<file path="src/rtl/seq_controller.sv">
// seq_controller -- VeriRisc instruction sequencer.
//
// Runs an 8-phase fetch/execute cycle per instruction. The control outputs
// are a combinational decode of the registered phase plus the current
// opcode and zero flag, so controls follow the phase with no extra latency.
// HLT freezes the sequencer in OP_ADDR until rst.
//
// Optional feature (macro SEQ_CONTROLLER_RETIRE_CNT_EN): adds the `retired`
// output, a wrapping count of instructions completed (edges leaving STORE).
module seq_controller #(
    parameter int OP_WIDTH     = 3,
    parameter int RETIRE_WIDTH = 16
) (
    input  logic                    clk,
    input  logic                    rst,
    input  logic [OP_WIDTH-1:0]     opcode,
    input  logic                    zero,
    output logic                    sel,
    output logic                    rd,
    output logic                    ld_ir,
    output logic                    inc_pc,
    output logic                    ld_pc,
    output logic                    halt,
    output logic                    ld_ac,
    output logic                    wr,
    output logic                    data_e,
`ifdef SEQ_CONTROLLER_RETIRE_CNT_EN
    output logic [RETIRE_WIDTH-1:0] retired,
`endif
    output logic [2:0]              phase
);

    typedef enum logic [2:0] {
        INST_ADDR  = 3'd0,
        INST_FETCH = 3'd1,
        INST_LOAD  = 3'd2,
        IDLE       = 3'd3,
        OP_ADDR    = 3'd4,
        OP_FETCH   = 3'd5,
        ALU_OP     = 3'd6,
        STORE      = 3'd7
    } phase_t;

    localparam logic [2:0] OP_HLT = 3'd0;
    localparam logic [2:0] OP_SKZ = 3'd1;
    localparam logic [2:0] OP_ADD = 3'd2;
    localparam logic [2:0] OP_AND = 3'd3;
    localparam logic [2:0] OP_XOR = 3'd4;
    localparam logic [2:0] OP_LDA = 3'd5;
    localparam logic [2:0] OP_STO = 3'd6;
    localparam logic [2:0] OP_JMP = 3'd7;

    phase_t     phase_r;
    phase_t     phase_s;
    logic       halted_r;
    logic       halted_s;
    logic [2:0] op_s;
    logic       is_hlt_s;
    logic       is_skz_s;
    logic       is_sto_s;
    logic       is_jmp_s;
    logic       is_aluop_s;

    // Only the three low opcode bits take part in the decode.
    assign op_s       = opcode[2:0];
    assign is_hlt_s   = (op_s == OP_HLT);
    assign is_skz_s   = (op_s == OP_SKZ);
    assign is_sto_s   = (op_s == OP_STO);
    assign is_jmp_s   = (op_s == OP_JMP);
    assign is_aluop_s = (op_s == OP_ADD) || (op_s == OP_AND) ||
                        (op_s == OP_XOR) || (op_s == OP_LDA);

    assign phase = phase_r;

    // Phase and halt state register; rst wins over everything.
    always_ff @(posedge clk) begin
        if (rst) begin
            phase_r  <= INST_ADDR;
            halted_r <= 1'b0;
        end else begin
            phase_r  <= phase_s;
            halted_r <= halted_s;
        end
    end

    // Next phase: step mod 8, or freeze in OP_ADDR once HLT is seen there.
    always_comb begin
        phase_s  = phase_r;
        halted_s = halted_r;
        if (halted_r) begin
            phase_s  = phase_r;
            halted_s = 1'b1;
        end else if ((phase_r == OP_ADDR) && is_hlt_s) begin
            phase_s  = phase_r;
            halted_s = 1'b1;
        end else begin
            phase_s  = phase_t'(phase_r + 3'd1);
            halted_s = 1'b0;
        end
    end

    // Control decode; a halted sequencer drives only halt.
    always_comb begin
        sel    = 1'b0;
        rd     = 1'b0;
        ld_ir  = 1'b0;
        inc_pc = 1'b0;
        ld_pc  = 1'b0;
        halt   = 1'b0;
        ld_ac  = 1'b0;
        wr     = 1'b0;
        data_e = 1'b0;
        if (halted_r) begin
            halt = 1'b1;
        end else begin
            case (phase_r)
                INST_ADDR: begin
                    sel = 1'b1;
                end
                INST_FETCH: begin
                    sel = 1'b1;
                    rd  = 1'b1;
                end
                INST_LOAD, IDLE: begin
                    sel   = 1'b1;
                    rd    = 1'b1;
                    ld_ir = 1'b1;
                end
                OP_ADDR: begin
                    inc_pc = 1'b1;
                    halt   = is_hlt_s;
                end
                OP_FETCH: begin
                    rd = is_aluop_s;
                end
                ALU_OP: begin
                    rd     = is_aluop_s;
                    inc_pc = is_skz_s & zero;
                    ld_pc  = is_jmp_s;
                    data_e = is_sto_s;
                end
                STORE: begin
                    rd     = is_aluop_s;
                    ld_ac  = is_aluop_s;
                    ld_pc  = is_jmp_s;
                    wr     = is_sto_s;
                    data_e = is_sto_s;
                end
                default: begin
                    sel = 1'b0;
                end
            endcase
        end
    end

`ifdef SEQ_CONTROLLER_RETIRE_CNT_EN
    logic [RETIRE_WIDTH-1:0] retired_r;

    assign retired = retired_r;

    // Count instructions retired: each non-halted edge leaving STORE.
    always_ff @(posedge clk) begin
        if (rst) begin
            retired_r <= {RETIRE_WIDTH{1'b0}};
        end else if (!halted_r && (phase_r == STORE)) begin
            retired_r <= retired_r + {{(RETIRE_WIDTH-1){1'b0}}, 1'b1};
        end else begin
            retired_r <= retired_r;
        end
    end
`endif

endmodule

</file>
<file path="config.mk">
export PLATFORM = sky130hd
export DESIGN_NAME = seq_controller
export DESIGN_NICKNAME = d
export VERILOG_FILES = /design/src/rtl/seq_controller.sv
export SDC_FILE = /design/constraint.sdc
export NUM_CORES = 1
export LEC_CHECK = 0
export CORE_AREA = 2 2 39 41
export CTS_BUF_LIST = sky130_fd_sc_hd__clkbuf_16
export CTS_CLUSTER_DIAMETER = 40
export DETAILED_ROUTE_END_ITERATION = 16
export DIE_AREA = 0 0 41 43
export GPL_TIMING_DRIVEN = 1
export PLACE_DENSITY_LB_ADDON = 0.05
export SYNTH_ARGS = -nofsm -noshare
export SYNTH_HDL_FRONTEND = slang
export SYNTH_SLANG_ARGS = --single-unit
export TNS_END_PERCENT = 50
</file>
<file path="constraint.sdc">
create_clock -name clk -period 4.9 [get_ports clk]
set_clock_uncertainty 0.1 [all_clocks]
set_input_delay 1.47 -clock clk [delete_from_list [all_inputs] [get_ports clk]]
set_output_delay 1.47 -clock clk [all_outputs]
set_load 0.02 [all_outputs]
</file>
Word level (Yosys, flattened, before mapping)
Cells that the tools add are included.
{"block": "op_classes", "add_sub_neg": 1, "eq_ne": 14, "n_mux": 20, "bitwise_logic": 3, "n_reduce_logical": 12}
{"cell": "== test 3 bit, second input constant", "n": 8}
{"cell": "2-to-1 mux 1 bit", "n": 18}
{"cell": "== test 3 x 2 -> 1 bit, second input constant", "n": 4}
{"cell": "== test 3 x 1 -> 1 bit, second input constant", "n": 2}
{"cell": "zero test 3 bit", "n": 2}
{"cell": "OR reduction 3 bit", "n": 2}
{"cell": "one-hot mux 1 bit (2 select lines)", "n": 2}
{"cell": "OR reduction 2 bit", "n": 2}
{"cell": "OR reduction 4 bit", "n": 1}
{"cell": "adder 3 x 1 -> 3 bit, second input constant", "n": 1}
{"cell": "logical OR 1 bit", "n": 3}
{"cell": "NOT 1 bit", "n": 2}
{"cell": "AND reduction 2 bit", "n": 1}
{"cell": "AND 1 bit", "n": 1}
{"cell": "logical AND 1 bit", "n": 1}
{"block": "word_totals", "reg_bits": 4, "in_bits": 6, "out_inout_bits": 12, "word_cells": 52}

Longest topological paths before layout
{"block": "logic_depth", "word_depth": 6, "mapped_depth": 5, "depth_no_buf": 5}

Worst setup path after synthesis
OpenSTA, ideal clock, no wires.
{"block": "synth_timing", "path_type": "input port to output port", "from": "input port opcode[1]", "to": "output port rd", "arrival_time_ps": 2351, "t_required_ps": 3330, "path_slack_ps": 979, "path_stages": 3, "cell_sequence": "xnor2_1 > nor3b_1 > o32ai_1"}
{"block": "synth_via", "elab_chain_len": 6}
{"item": "from (decl)", "line_no": "16", "text": "input logic [OP_WIDTH-1:0] opcode,"}
{"item": "== test 3 x 2 -> 1 bit", "line_no": "70", "text": "assign is_aluop_s = (op_s == OP_ADD) || (op_s == OP_AND) ||"}
{"item": "logical OR 1 bit (2 in a row)", "line_no": "70"}
{"item": "logical OR 1 bit *", "line_no": "71", "text": "(op_s == OP_XOR) || (op_s == OP_LDA);"}
{"item": "one-hot mux 1 bit (2 select lines) *", "line_no": "116", "text": "case (phase_r)"}
{"item": "2-to-1 mux 1 bit *", "line_no": "113", "text": "if (halted_r) begin"}
{"item": "to (decl)", "line_no": "19", "text": "output logic rd,"}
Mark *: on every way between the ends. The rest lies on a longest branch, timed or not.

Worst setup path after layout
{"block": "layout_timing", "from": "input port opcode[2]", "to": "output port inc_pc"}
{"block": "layout_via", "elab_chain_len": 4}
{"item": "== test 3 x 1 -> 1 bit", "line_no": "67", "text": "assign is_skz_s = (op_s == OP_SKZ);"}
{"item": "AND 1 bit", "line_no": "138", "text": "inc_pc = is_skz_s & zero;"}
{"item": "one-hot mux 1 bit (2 select lines)", "line_no": "116"}
{"item": "2-to-1 mux 1 bit", "line_no": "113"}
{"item": "to (decl)", "line_no": "21", "text": "output logic inc_pc,"}
No other way between the ends.

==> summary.txt <==
Route
  – Vias per cell: 5.18
  – Number of detailed-route iterations in the first pass: 3
  – Post-DRT Antenna Nets: 0
  – Via Count: 461
  – Initial detailed-routing violation count: 7
  – Final wirelength: 1030 um
  – Avg WL per Cell: 11.6 um
  – Remaining DRCs: 0

Power
  – Int Power: 241 uW
  – Combinational fraction of design power: 0.509
  – Sequential share of power: 0.158
  – Sw Share: 0.354
  – Max VDD drop: 0.292 mV
  – P per Cell Area: 540 mW/mm^2
  – Clock share of power: 0.333
  – NetSw: 132 uW
  – Leakage power: 0.289 nW

Timing
  – RSZ-0062 raised after global routing: false
  – Tmin final: 4.70 ns
  – Final hold vios: 0
  – Max Freq: 213 MHz
  – Fin. max-slew vios: 0
  – Fin Setup TNS: 0 ns
  – Worst-Margin Slew: 0.439 ns
  – Period utilization: 0.959
  – PnR worst setup slack: 0.202 ns
  – Slew margin rel.: 0.707
  – Final setup fails: 0

Worst hold path
  – WHS Path Cells: 2
  – Hold crit path type: flop to flop

CTS
  – CTS clock-pin slew for the worst setup and hold paths: 0.03 ns
  – CTS root buf: clkbuf_16
  – Skew-Pair Late Insertion Delay: 0.22 ns
  – Post-CTS Hold Buffers: 0
  – Postcts setup bufs: 0
  – Htree depth: 1
  – Resize count post-CTS: 0
  – CTS tree: yes
  – Clk buf depth: 2
  – TritonCTS Sinks: 4
  – Total CTS buffers: 3

GRT
  – GRT overflow: 0
  – Wire length of the first global-routing pass: 1680 um
  – Tot GR Track Use: 0.140
  – Vias in the first global route: 414
  – Largest net degree at the start of global routing: 15
  – Initial antenna violation count: 0

Synth
  – Async set-or-reset flop fraction in the synthesized netlist: 0
  – Area share of the largest cell type after synthesis: 0.190
  – Syn_area_per_cell: 7.93 um^2
  – Unique cell type count in the Yosys netlist: 27
  – EDFF count, synth: 0
  – Synthesized area: 420 um^2
  – Largest area contributor in the netlist: dfxtp_1
  – Mapped Nets: 65
  – Synth top area cells: dfxtp_1 19%, ha_1 18%, mux2i_1 4.8%
  – Mapped Cells: 53
  – Yosys warnings: 0
  – FF+latch count, synth: 4
  – Sequential share of the synthesized area: 0.190
  – Most used DFF post-synth: dfxtp_1

Worst setup path
  – CP bufs+invs: 3
  – Crit. End Element: output pin
  – Crit-path leading delay family: buffers and inverters
  – Crit start category: input pin
  – CP Class: input pin to output pin
  – WP data arrival: 3.13 ns
  – Reg2reg setup slack: 3.34 ns
  – FF-to-FF End: phase[0]$_SDFFE_PP0P_
  – Worst Setup EP: inc_pc
  – Crit path max fanout: 4
  – Worst path max stage delay: 0.63 ns
  – Most frequent CP cell: clkdlybuf4s50_1
  – Crit path depth: 6
  – Slowest CP cell: clkdlybuf4s50_1
  – Worst R2R Start: phase[0]$_SDFFE_PP0P_
  – CP Data Required Time: 3.33 ns
  – Worst Setup SP: opcode[2]
  – Path depth of the worst reg2reg path: 5
  – Worst-path cell chain: clkdlybuf4s50_1, buf_4, nor2_2, a31oi_1, nor3_1, clkdlybuf4s50_1

Cells and area
  – Most common cell after layout, fill and taps aside: clkdlybuf4s50_1
  – N_diodes: 0
  – Commonest cells after routing, fill and taps aside: 17 x clkdlybuf4s50_1, 6 x ha_1, 5 x inv_1
  – Layout Area Growth over Synthesis: 64.3%
  – Share of layout cells above drive strength 1: 0.0959
  – Nets@finish: 87

Die
  – # rows: 14
  – Die Wd: 41 um
  – Die ar.: 0.00176 mm^2
  – Starting density of the core: 0.304
  – Die Span Y: 43 um
  – IO Pins: 18
  – Area of the core: 0.00138 mm^2

Job
  – Max cap viols: 0

Placed design
  – PortBufs: 17
  – Post-DP HPWL: 799 um
  – RePlAce Congestion: 0.712
  – Dpl ws: 0.196 ns

Status
  – Outcome: finished, final reports clean
==> power by group through the flow <==
| stage | registers (mW) | logic [mW] | clock network, mW |
|---|---|---|---|
| final | 0.0589 | 0.190 | 0.124 |
| after global placement | 0.0598 | 0.193 | 0 |
| after CTS | 0.0590 | 0.192 | 0.128 |
| after floorplan | 0.0662 | 0.104 | 0 |
| after detailed placement | 0.0590 | 0.191 | 0 |
| after global routing | 0.0614 | 0.207 | 0.132 |
==> through the flow <==
step	utilization	cells	cell area, um^2	total power [mW]	hold slack (ns)
after floorplan	-	53	420	0.171	0.402
after global placement	0.445	86	616	0.252	0.456
after detailed placement	0.445	86	616	0.250	0.453
after CTS	0.499	89	691	0.379	0.457
after global routing	0.499	89	691	0.401	0.490
final	0.499	89	691	0.373	0.455
==> metal layers <==
layer | vias to the layer above | wire length, um | GRT usage
li1 | 240 | - | -
met1 | 208 | 526 | 0.191
met2 | 13 | 444 | 0.194
met3 | 0 | 62 | 0.0471
met4 | 0 | 0 | 0.0600
met5 | - | 0 | 0
==> worst register-to-register path, cell delays in order, from the launching register on <==
cell      delay (ns)
dfxtp_1         0.45
inv_1           0.10
ha_1            0.26
nand3b_1        0.16
mux2i_1         0.19
o311ai_0        0.14
==> synthesized netlist by cell type, types with 2 or more instances <==
| master | count |
|---|---|
| ha_1 | 6 |
| inv_1 | 5 |
| dfxtp_1 | 4 |
| nor2_1 | 4 |
| nor3_1 | 4 |
| a21oi_1 | 3 |
| mux2i_1 | 2 |
| nand2_1 | 2 |
| nand3b_1 | 2 |
| nor3b_1 | 2 |
| nor4_1 | 2 |
| nor4b_1 | 2 |
==> flip-flops by register name, indices dropped and copies added (netlist names) <==
register  count
halted_r      1
phase         3
==> worst min path at each step <==
stage	from	endpoint	slack [ns]
after CTS	phase[1]$_SDFFE_PP0P_	phase[1]$_SDFFE_PP0P_	0.46
final	phase[1]$_SDFFE_PP0P_	phase[1]$_SDFFE_PP0P_	0.45
after global routing	phase[1]$_SDFFE_PP0P_	phase[1]$_SDFFE_PP0P_	0.49
after detailed placement	phase[1]$_SDFFE_PP0P_	phase[1]$_SDFFE_PP0P_	0.45
after floorplan	halted_r$_SDFF_PP0_	halted_r$_SDFF_PP0_	0.40
after global placement	phase[1]$_SDFFE_PP0P_	phase[1]$_SDFFE_PP0P_	0.46
==> area by class of cell <==
cell class	count	area (um^2)
tap	16	20.0
multi-input combinational	42	312
sequential	4	80.1
inverter	5	18.8
fill	146	693
clock buffer	3	75.1
timing repair buffer	19	185
==> logic make-up after synthesis <==
group / share of synthesized area
simple gates: 0.342
compound gates: 0.152
buf+inv: 0.0684
fa+ha+maj: 0.179
flops: 0.190
mux: 0.0476
xor+xnor: 0.0208
Power figures use the tool's default switching activity.
